### config.mk
export PLATFORM = sky130hd
export DESIGN_NAME = add_tc_stage
export DESIGN_NICKNAME = d
export VERILOG_FILES = /design/src/rtl/add_tc_stage.sv
export SDC_FILE = /design/constraint.sdc
export NUM_CORES = 1
export LEC_CHECK = 0
export BUFFER_PORTS_ARGS = -buffer_cell sky130_fd_sc_hd__buf_2
export CAP_MARGIN = 20
export CORE_ASPECT_RATIO = 1.75
export CORE_MARGIN = 2
export CORE_UTILIZATION = 30
export CTS_CLUSTER_DIAMETER = 60
export DETAILED_ROUTE_END_ITERATION = 8
export SLEW_MARGIN = 30
export SYNTH_ARGS = -nofsm -noshare
export SYNTH_HDL_FRONTEND = slang
export SYNTH_SLANG_ARGS = --single-unit
### constraint.sdc
create_clock -name clk -period 2.8 [get_ports clk]
set_clock_uncertainty 0.15 [all_clocks]
set_input_delay 0.14 -clock clk [delete_from_list [all_inputs] [get_ports clk]]
set_output_delay 0.14 -clock clk [all_outputs]
set_load 0.01 [all_outputs]
### src/rtl/add_tc_stage.sv
// Issue/capture stage around an external 32-bit adder: registers operand pairs onto the
// adder, captures the mode-corrected 33-bit sum with an overflow flag into a 2-entry FIFO.
module add_tc_stage (
  input  logic        clk,
  input  logic        rst_n,
  input  logic        in_valid,
  output logic        in_ready,
  input  logic [31:0] in_a,
  input  logic [31:0] in_b,
  input  logic        in_tc,
  output logic [31:0] add_a,
  output logic [31:0] add_b,
  input  logic [32:0] add_sum,
  output logic        out_valid,
  input  logic        out_ready,
  output logic [32:0] out_sum,
  output logic        out_ovf,
  output logic [15:0] ovf_cnt
);

  function automatic logic [15:0] sat_inc16(input logic [15:0] v);
    return (v == 16'hFFFF) ? v : v + 16'd1;
  endfunction

  logic [31:0] a_q, b_q;
  logic        tc_q, s1v_q;
  logic [32:0] sum_mem_q [2];
  logic        ovf_mem_q [2];
  logic        rd_ptr_q, wr_ptr_q;
  logic [1:0]  cnt_q, cnt_d;
  logic [15:0] ovf_cnt_q, ovf_cnt_d;
  logic [1:0]  occ;
  logic        pop, accept;
  logic [32:0] cap_sum;
  logic        cap_ovf;
  logic        a_sign, b_sign;

  assign a_sign    = a_q[31];
  assign b_sign    = b_q[31];
  assign occ       = cnt_q + {1'b0, s1v_q};
  assign out_valid = (cnt_q != 2'd0);
  assign pop       = out_valid & out_ready;
  assign in_ready  = (occ < 2'd2) | pop;
  assign accept    = in_valid & in_ready;

  // In signed mode the true 33-bit sign is the carry-out corrected by the operand signs.
  always_comb begin
    cap_sum = add_sum;
    cap_ovf = add_sum[32];
    if (tc_q) begin
      cap_sum[32] = a_sign ^ b_sign ^ add_sum[32];
      cap_ovf     = (a_sign == b_sign) & (add_sum[31] != a_sign);
    end
  end

  always_comb begin
    cnt_d     = cnt_q + {1'b0, s1v_q} - {1'b0, pop};
    ovf_cnt_d = ovf_cnt_q;
    if (s1v_q && cap_ovf) ovf_cnt_d = sat_inc16(ovf_cnt_q);
  end

  // Stage s1: issue register and FIFO control
  always_ff @(posedge clk) begin
    if (!rst_n) begin
      a_q       <= '0;
      b_q       <= '0;
      tc_q      <= 1'b0;
      s1v_q     <= 1'b0;
      rd_ptr_q  <= 1'b0;
      wr_ptr_q  <= 1'b0;
      cnt_q     <= 2'd0;
      ovf_cnt_q <= 16'd0;
    end else begin
      if (accept) begin
        a_q  <= in_a;
        b_q  <= in_b;
        tc_q <= in_tc;
      end
      s1v_q     <= accept;
      if (s1v_q) wr_ptr_q <= ~wr_ptr_q;
      if (pop)   rd_ptr_q <= ~rd_ptr_q;
      cnt_q     <= cnt_d;
      ovf_cnt_q <= ovf_cnt_d;
    end
  end

  // Stage s2: result capture into FIFO storage
  always_ff @(posedge clk) begin
    if (s1v_q) begin
      sum_mem_q[wr_ptr_q] <= cap_sum;
      ovf_mem_q[wr_ptr_q] <= cap_ovf;
    end
  end

  assign add_a   = a_q;
  assign add_b   = b_q;
  assign out_sum = sum_mem_q[rd_ptr_q];
  assign out_ovf = ovf_mem_q[rd_ptr_q];
  assign ovf_cnt = ovf_cnt_q;

endmodule

==> results of run 1 <==
## per-stage QoR
step	cell area, µm²	hold slack (ns)	setup WS, ns	utilization [%]
floorplan	5980	0.0889	0.273	-
global placement	7360	0.179	0.652	37.5
detailed placement	7360	0.182	0.595	37.5
CTS	8910	0.0299	0.0957	45.3
global route	8910	0.0596	0.00677	45.3
finish	8910	0.0541	0.254	45.3
## worst max-delay path: stages, from the launching register on
cell and delay, ns:
dfxtp_1 0.37, ha_1 0.26, a21boi_0 0.13, mux2i_1 0.27
and2_2 0.22, clkbuf_8 0.31, nand2_1 0.09, a21boi_0 0.14
dlygate4sd3_1 0.56
## worst paths after layout
path | start | to | slack [ns]
worst max register to register | s1v_q | tc_q | 0.25
worst min-delay path | out_ready | cnt_q[0] | 0.05
worst max-delay path | s1v_q | tc_q | 0.25
worst min register to register | add_b[29] | add_b[29] | 0.31
## cells in the mapped netlist (2+ instances only)
cell type | instances | area (µm²)
clkbuf_1 | 24 | 90.1
nor2b_1 | 6 | 37.5
nor2_1 | 4 | 15.0
nand3_1 | 8 | 40.0
o21a_1 | 2 | 15.0
nor3_1 | 5 | 25.0
a21boi_0 | 67 | 503
nand2b_1 | 6 | 37.5
inv_1 | 3 | 11.3
and2_1 | 11 | 68.8
mux2i_1 | 7 | 70.1
nand2_1 | 142 | 533
dfxtp_1 | 87 | 1740
buf_1 | 4 | 15.0
mux2_2 | 34 | 383
nor4_4 | 2 | 42.5
and3_1 | 2 | 12.5
ha_1 | 3 | 37.5
nand4_1 | 6 | 37.5
xnor2_1 | 6 | 52.6
edfxtp_1 | 68 | 2040
o21ai_0 | 2 | 10.0
xor2_1 | 7 | 61.3
## per-layer routing
metal / track usage, % / routed length, µm / share of wire (%) / up-vias
li1: - / - / - / 2408
met2: 27.3 / 8020 / 51 / 181
met3: 3.43 / 778 / 5.0 / 39
met5: 0 / 0 / 0 / -
met1: 15.5 / 6210 / 40 / 2268
met4: 8.89 / 661 / 4.2 / 0
## timing repair
action / CTS / global route
endpoints found under the hold margin: 134 / 0
resized for setup: 0 / 2
setup endpoints to repair: 0 / 1
hold buffers: 100 / 0
## cells in the final DEF, fill, tap and decap left out, types with 2 or more instances in the layout
| cell | netlist | routed |
|---|---|---|
| nand4_1 | 6 | 6 |
| dfxtp_1 | 87 | 86 |
| buf_2 | 1 | 217 |
| o21ai_0 | 2 | 2 |
| nor4_4 | 2 | 2 |
| xnor2_1 | 6 | 6 |
| and3_1 | 2 | 2 |
| nor3_1 | 5 | 5 |
| nand3_1 | 8 | 8 |
| nand2_1 | 142 | 141 |
| buf_4 | 0 | 7 |
| edfxtp_1 | 68 | 68 |
| o21a_1 | 2 | 2 |
| buf_12 | 0 | 2 |
| and2_2 | 0 | 2 |
| mux2i_1 | 7 | 7 |
| clkbuf_16 | 0 | 17 |
| clkinv_4 | 0 | 2 |
| a21boi_0 | 67 | 67 |
| and2_1 | 11 | 9 |
| ha_1 | 3 | 3 |
| nand2b_1 | 6 | 6 |
| nor2_1 | 4 | 4 |
| inv_6 | 0 | 5 |
| inv_1 | 3 | 3 |
| dlygate4sd3_1 | 0 | 100 |
| nor2b_1 | 6 | 5 |
| xor2_1 | 7 | 7 |
| mux2_2 | 34 | 34 |
| clkinvlp_4 | 0 | 4 |
## final cells by class
class | instances | area share (%)
sequential | 155 | 42.5
timing repair buffer | 327 | 24.6
multi-input combinational | 331 | 23.3
clock buffer | 18 | 4.82
tap | 245 | 3.44
clock inverter | 14 | 1.25
inverter | 3 | 0.126
## state kept, by name, indices dropped and copies added, names as in the netlist, named ones only
name / flops
add_b: 32
wr_ptr_q: 1
ovf_mem_q: 2
cnt_q: 2
ovf_cnt: 16
sum_mem_q: 66
rd_ptr_q: 1
s1v_q: 1
tc_q: 1
add_a: 32
## cell families after synthesis
| family | Yosys count | synth area share [%] |
|---|---|---|
| adders and majority gates | 3 | 0.628 |
| and+or+nand+nor | 200 | 15.2 |
| AOI/OAI and AO/OA | 74 | 9.17 |
| buffers and inverters | 33 | 2.22 |
| DFF | 155 | 63.3 |
| xor gates and xnor gates | 13 | 1.90 |
| muxes | 41 | 7.57 |
## power groups by stage
stage,logic [W],registers [W],clock network [W]
floorplan,0.000731,0.00276,0
global placement,0.00126,0.00276,0
detailed placement,0.00126,0.00278,0
CTS,0.00138,0.00273,0.00221
global route,0.00150,0.00275,0.00229
finish,0.00136,0.00272,0.00213
==> flow_summary.ini, run 1 <==
[worst_hold_path]
holdPathStages = 4
holdCritPathClass = in2reg

[yosys]
ys_types = 36
postSynthAreaPerCell_um2 = 11.5
ys_ff_latch = 155
synth_warnings = 0
netlist_instances = 519
netlist_area_um2 = 5980
yosys_most_used_dff = dfxtp_1
synthArstFlopShare_pct = 0
synth_edf_count = 68
yosysSeqAreaShare_pct = 63.3
synth_fp_nets = 624

[placed_design]
place.gp.congestion = 0.810
port_buffers = 217
dp_hpwl_um = 10400
dpl.cell_count = 961

[floorplan]
io_pins = 218
rows = 68
die_y_um = 191
core_region_area_um2 = 19700
die_w_um = 111
initial_core_util_pct = 30.4
dieArea_um2 = 21100

[cells_and_area]
fin_cells = 1093
diodes = 0
drive_gt1_share_pct = 35.4
fillers = 1834
syn2layout_area_growth_pct = 49.0
multiInputGateArea_um2 = 2080
final-seq-area_um2 = 3780
num-nets-final = 940

[clocking]
cts-root-buf = clkbuf_16
cts_setup_buffers = 0
cts_buffers = 17
clk_pin_slew_ns = 0.07
clk_latency_ns = 0.42
cts_tree = built
clockBufferDepth = 2
clock_sinks = 155
htreeDepth = 4

[setup_path]
worst-setup-path-type = reg2reg
worstSetupStartpointType = register
crit_fanout = 47
worstPathArrival_ns = 2.75
r2r_cells = 8
cp.required_ns = 3.01
end_kind = register

[timing]
finalHoldViolCount = 0
setup_tns_ns = 0
fin_crit_ns = 2.55
drv_slew = 0
max_slew.worst_pin.slew_ns = 0.731
setup_viol = 0
clock.fmax_ghz = 0.393
slew_headroom_pct = 51.3
min_period_over_period_pct = 90.9
rsz0062_at_grt = no

[power_and_ir_drop]
cellPowerDensity_nw_per_um2 = 697
swShare_pct = 29.1
ir_drop_mv = 0.314
power_frac_clock_pct = 34.2
internal_power_w = 0.00440
power.net_switching_w = 0.00181
power_w = 0.00621
pwr-share-comb_pct = 21.9
p_leak_nw = 3.80
seqPwrFrac_pct = 43.8

[global_route]
grt_start_max_net_pins = 63
grt_first_pass_wirelength_um = 25100
grt_use_total_pct = 14.9
grt_overflow = 0
grt_antenna_before_repair = 0
grt_pass1_vias = 5251

[outcome]
status = finished, final reports clean

[run]
drv_cap = 0

[routing]
vias = 4896
drt_pass1_iterations = 4
drtIter0Drc = 186
viasPerCell = 4.48
wl_per_cell_um = 14.3
drtAntennaViolNets = 0
finalWirelength_um = 15700
drc = 0
(Power assumes the default switching activity.)
==> run 2: changes to the inputs <==
==> constraint.sdc (replaced) <==
create_clock -name clk -period 2.8 [get_ports clk]
set_clock_uncertainty 0.15 [all_clocks]
set_input_delay 0.56 -clock clk [delete_from_list [all_inputs] [get_ports clk]]
set_output_delay 0.56 -clock clk [all_outputs]
set_load 0.01 [all_outputs]
==> run 2 against run 1 <==
Against the previous run: sequential power is 2% lower; critical path depth is 5 lower; worst hold slack better by 0.13 ns.
==> flow_summary.ini, run 2 (same netlist as run 1, synthesis figures left out) <==
[power_and_ir_drop]
pwr-share-comb_pct = 20.3
ir_drop_mv = 0.345
power_frac_clock_pct = 36.9
power.net_switching_w = 0.00176
cellPowerDensity_nw_per_um2 = 783
power_w = 0.00624
swShare_pct = 28.1
seqPwrFrac_pct = 42.8
p_leak_nw = 3.42
internal_power_w = 0.00448

[clocking]
clk_latency_ns = 0.41
clk_pin_slew_ns = 0.07
cts_tree = built
clockBufferDepth = 2
cts_setup_buffers = 0
cts-resized-gates = 0
cts_hold_buf = 0
clock_sinks = 155
cts-root-buf = clkbuf_16
cts_buffers = 17
htreeDepth = 4

[cells_and_area]
drive_gt1_share_pct = 40.4
fin_cells = 996
largest_reg_flops = 66
final_common_cell = buf_2
most-common-layout-cells = buf_2, nand2_1, dfxtp_1
utilization_pct = 40.5
largest-register = sum_mem_q
fillers = 1976
num-nets-final = 840
syn2layout_area_growth_pct = 33.2

[timing]
min_period_over_period_pct = 85.3
rsz0062_at_grt = no
setup_tns_ns = 0
setup_viol = 0
finalHoldViolCount = 0
clock.fmax_ghz = 0.418
fin_crit_ns = 2.39
slew_headroom_pct = 65.3
drv_slew = 0
max_slew.worst_pin.slew_ns = 0.520

[outcome]
status = finished, final reports clean

[run]
drv_cap = 0

[placed_design]
dpl.cell_count = 961
dp_hpwl_um = 10000
place.gp.congestion = 0.780
port_buffers = 217

[floorplan]
rows = 68
die_y_um = 191
initial_core_util_pct = 30.4
die_w_um = 111
core_region_area_um2 = 19700
dieArea_um2 = 21100
io_pins = 218

[routing]
drtIter0Drc = 157
vias = 4420
wl_per_cell_um = 14.4
drt_pass1_iterations = 4
drc = 0
viasPerCell = 4.44
finalWirelength_um = 14300
drtAntennaViolNets = 0

[setup_path]
worst-setup-path-type = reg2out
worstPathArrival_ns = 1.68
end_kind = output pin
crit_fanout = 34
cp.required_ns = 2.09
worstSetupStartpointType = register

[worst_hold_path]
holdCritPathClass = in2reg

[global_route]
grt_overflow = 0
grt_pass1_vias = 4452
grt_start_max_net_pins = 48
grt_first_pass_wirelength_um = 22800
grt_antenna_before_repair = 4
grt_use_total_pct = 13.7
## run 2: cell count changes in the layout (fill, tap and decap cells not counted)
cell           change
clkinv_2           +2
clkbuf_1           -1
clkbuf_8           -1
clkinv_1           -1
clkinv_4           +3
clkinvlp_4         -3
diode_2            +3
inv_8              +1
buf_4              +1
dlygate4sd3_1    -100
bufinv_16          +2
inv_6              -3
## run 2: power groups by stage
stage	clock (W)	combinational [W]	sequential, W
5_1_grt	0.00247	0.00141	0.00269
6_report	0.00230	0.00127	0.00267
3_3_place_gp	0	0.00129	0.00271
3_5_place_dp	0	0.00130	0.00272
2_1_floorplan	0	0.000731	0.00276
4_1_cts	0.00239	0.00130	0.00267
## run 2: per-layer routing
layer | part of all wire (%) | global-route usage (%) | wire [µm] | vias up
met2 | 51 | 24.7 | 7320 | 148
met4 | 2.0 | 5.82 | 284 | 2
li1 | - | - | - | 2218
met3 | 6.5 | 4.48 | 932 | 17
met5 | 0.091 | 0 | 13 | -
met1 | 40 | 14.6 | 5790 | 2035
## run 2: worst max-delay path: stages (launching register included)
cell and delay [ns]:
dfxtp_2 0.31, buf_4 0.41, mux2_2 0.40, buf_2 0.14
## run 2: per-stage QoR
step	hold slack [ns]	area, µm²	setup WS, ns
final	0.184	7960	0.410
after global routing	0.159	7960	0.317
after CTS	0.154	7960	0.363
after detailed placement	0.302	7360	0.303
after global placement	0.296	7360	0.329
after floorplan	0.338	5980	0.273
## run 2: cell type report
type	count	area, µm²	share of cell area (%)
antenna	3	7.51	0.0943
clock buffer	17	425	5.34
clock inverter	15	166	2.09
inverter	3	11.3	0.141
multi-input combinational	331	2080	26.1
sequential	155	3780	47.5
tap	245	307	3.85
timing repair buffer	227	1190	14.9
## run 2: final timing paths
check | start | endpoint | slack (ns) | cells after the start
worst max-delay path | register | out_sum[30] | 0.41 | 3
worst max register to register | ovf_cnt[0] | ovf_cnt[9] | 0.56 | 6
worst min register to register | add_a[15] | add_a[15] | 0.31 | 2
worst min-delay path | add_sum[27] | sum_mem_q[0][27] | 0.18 | 1
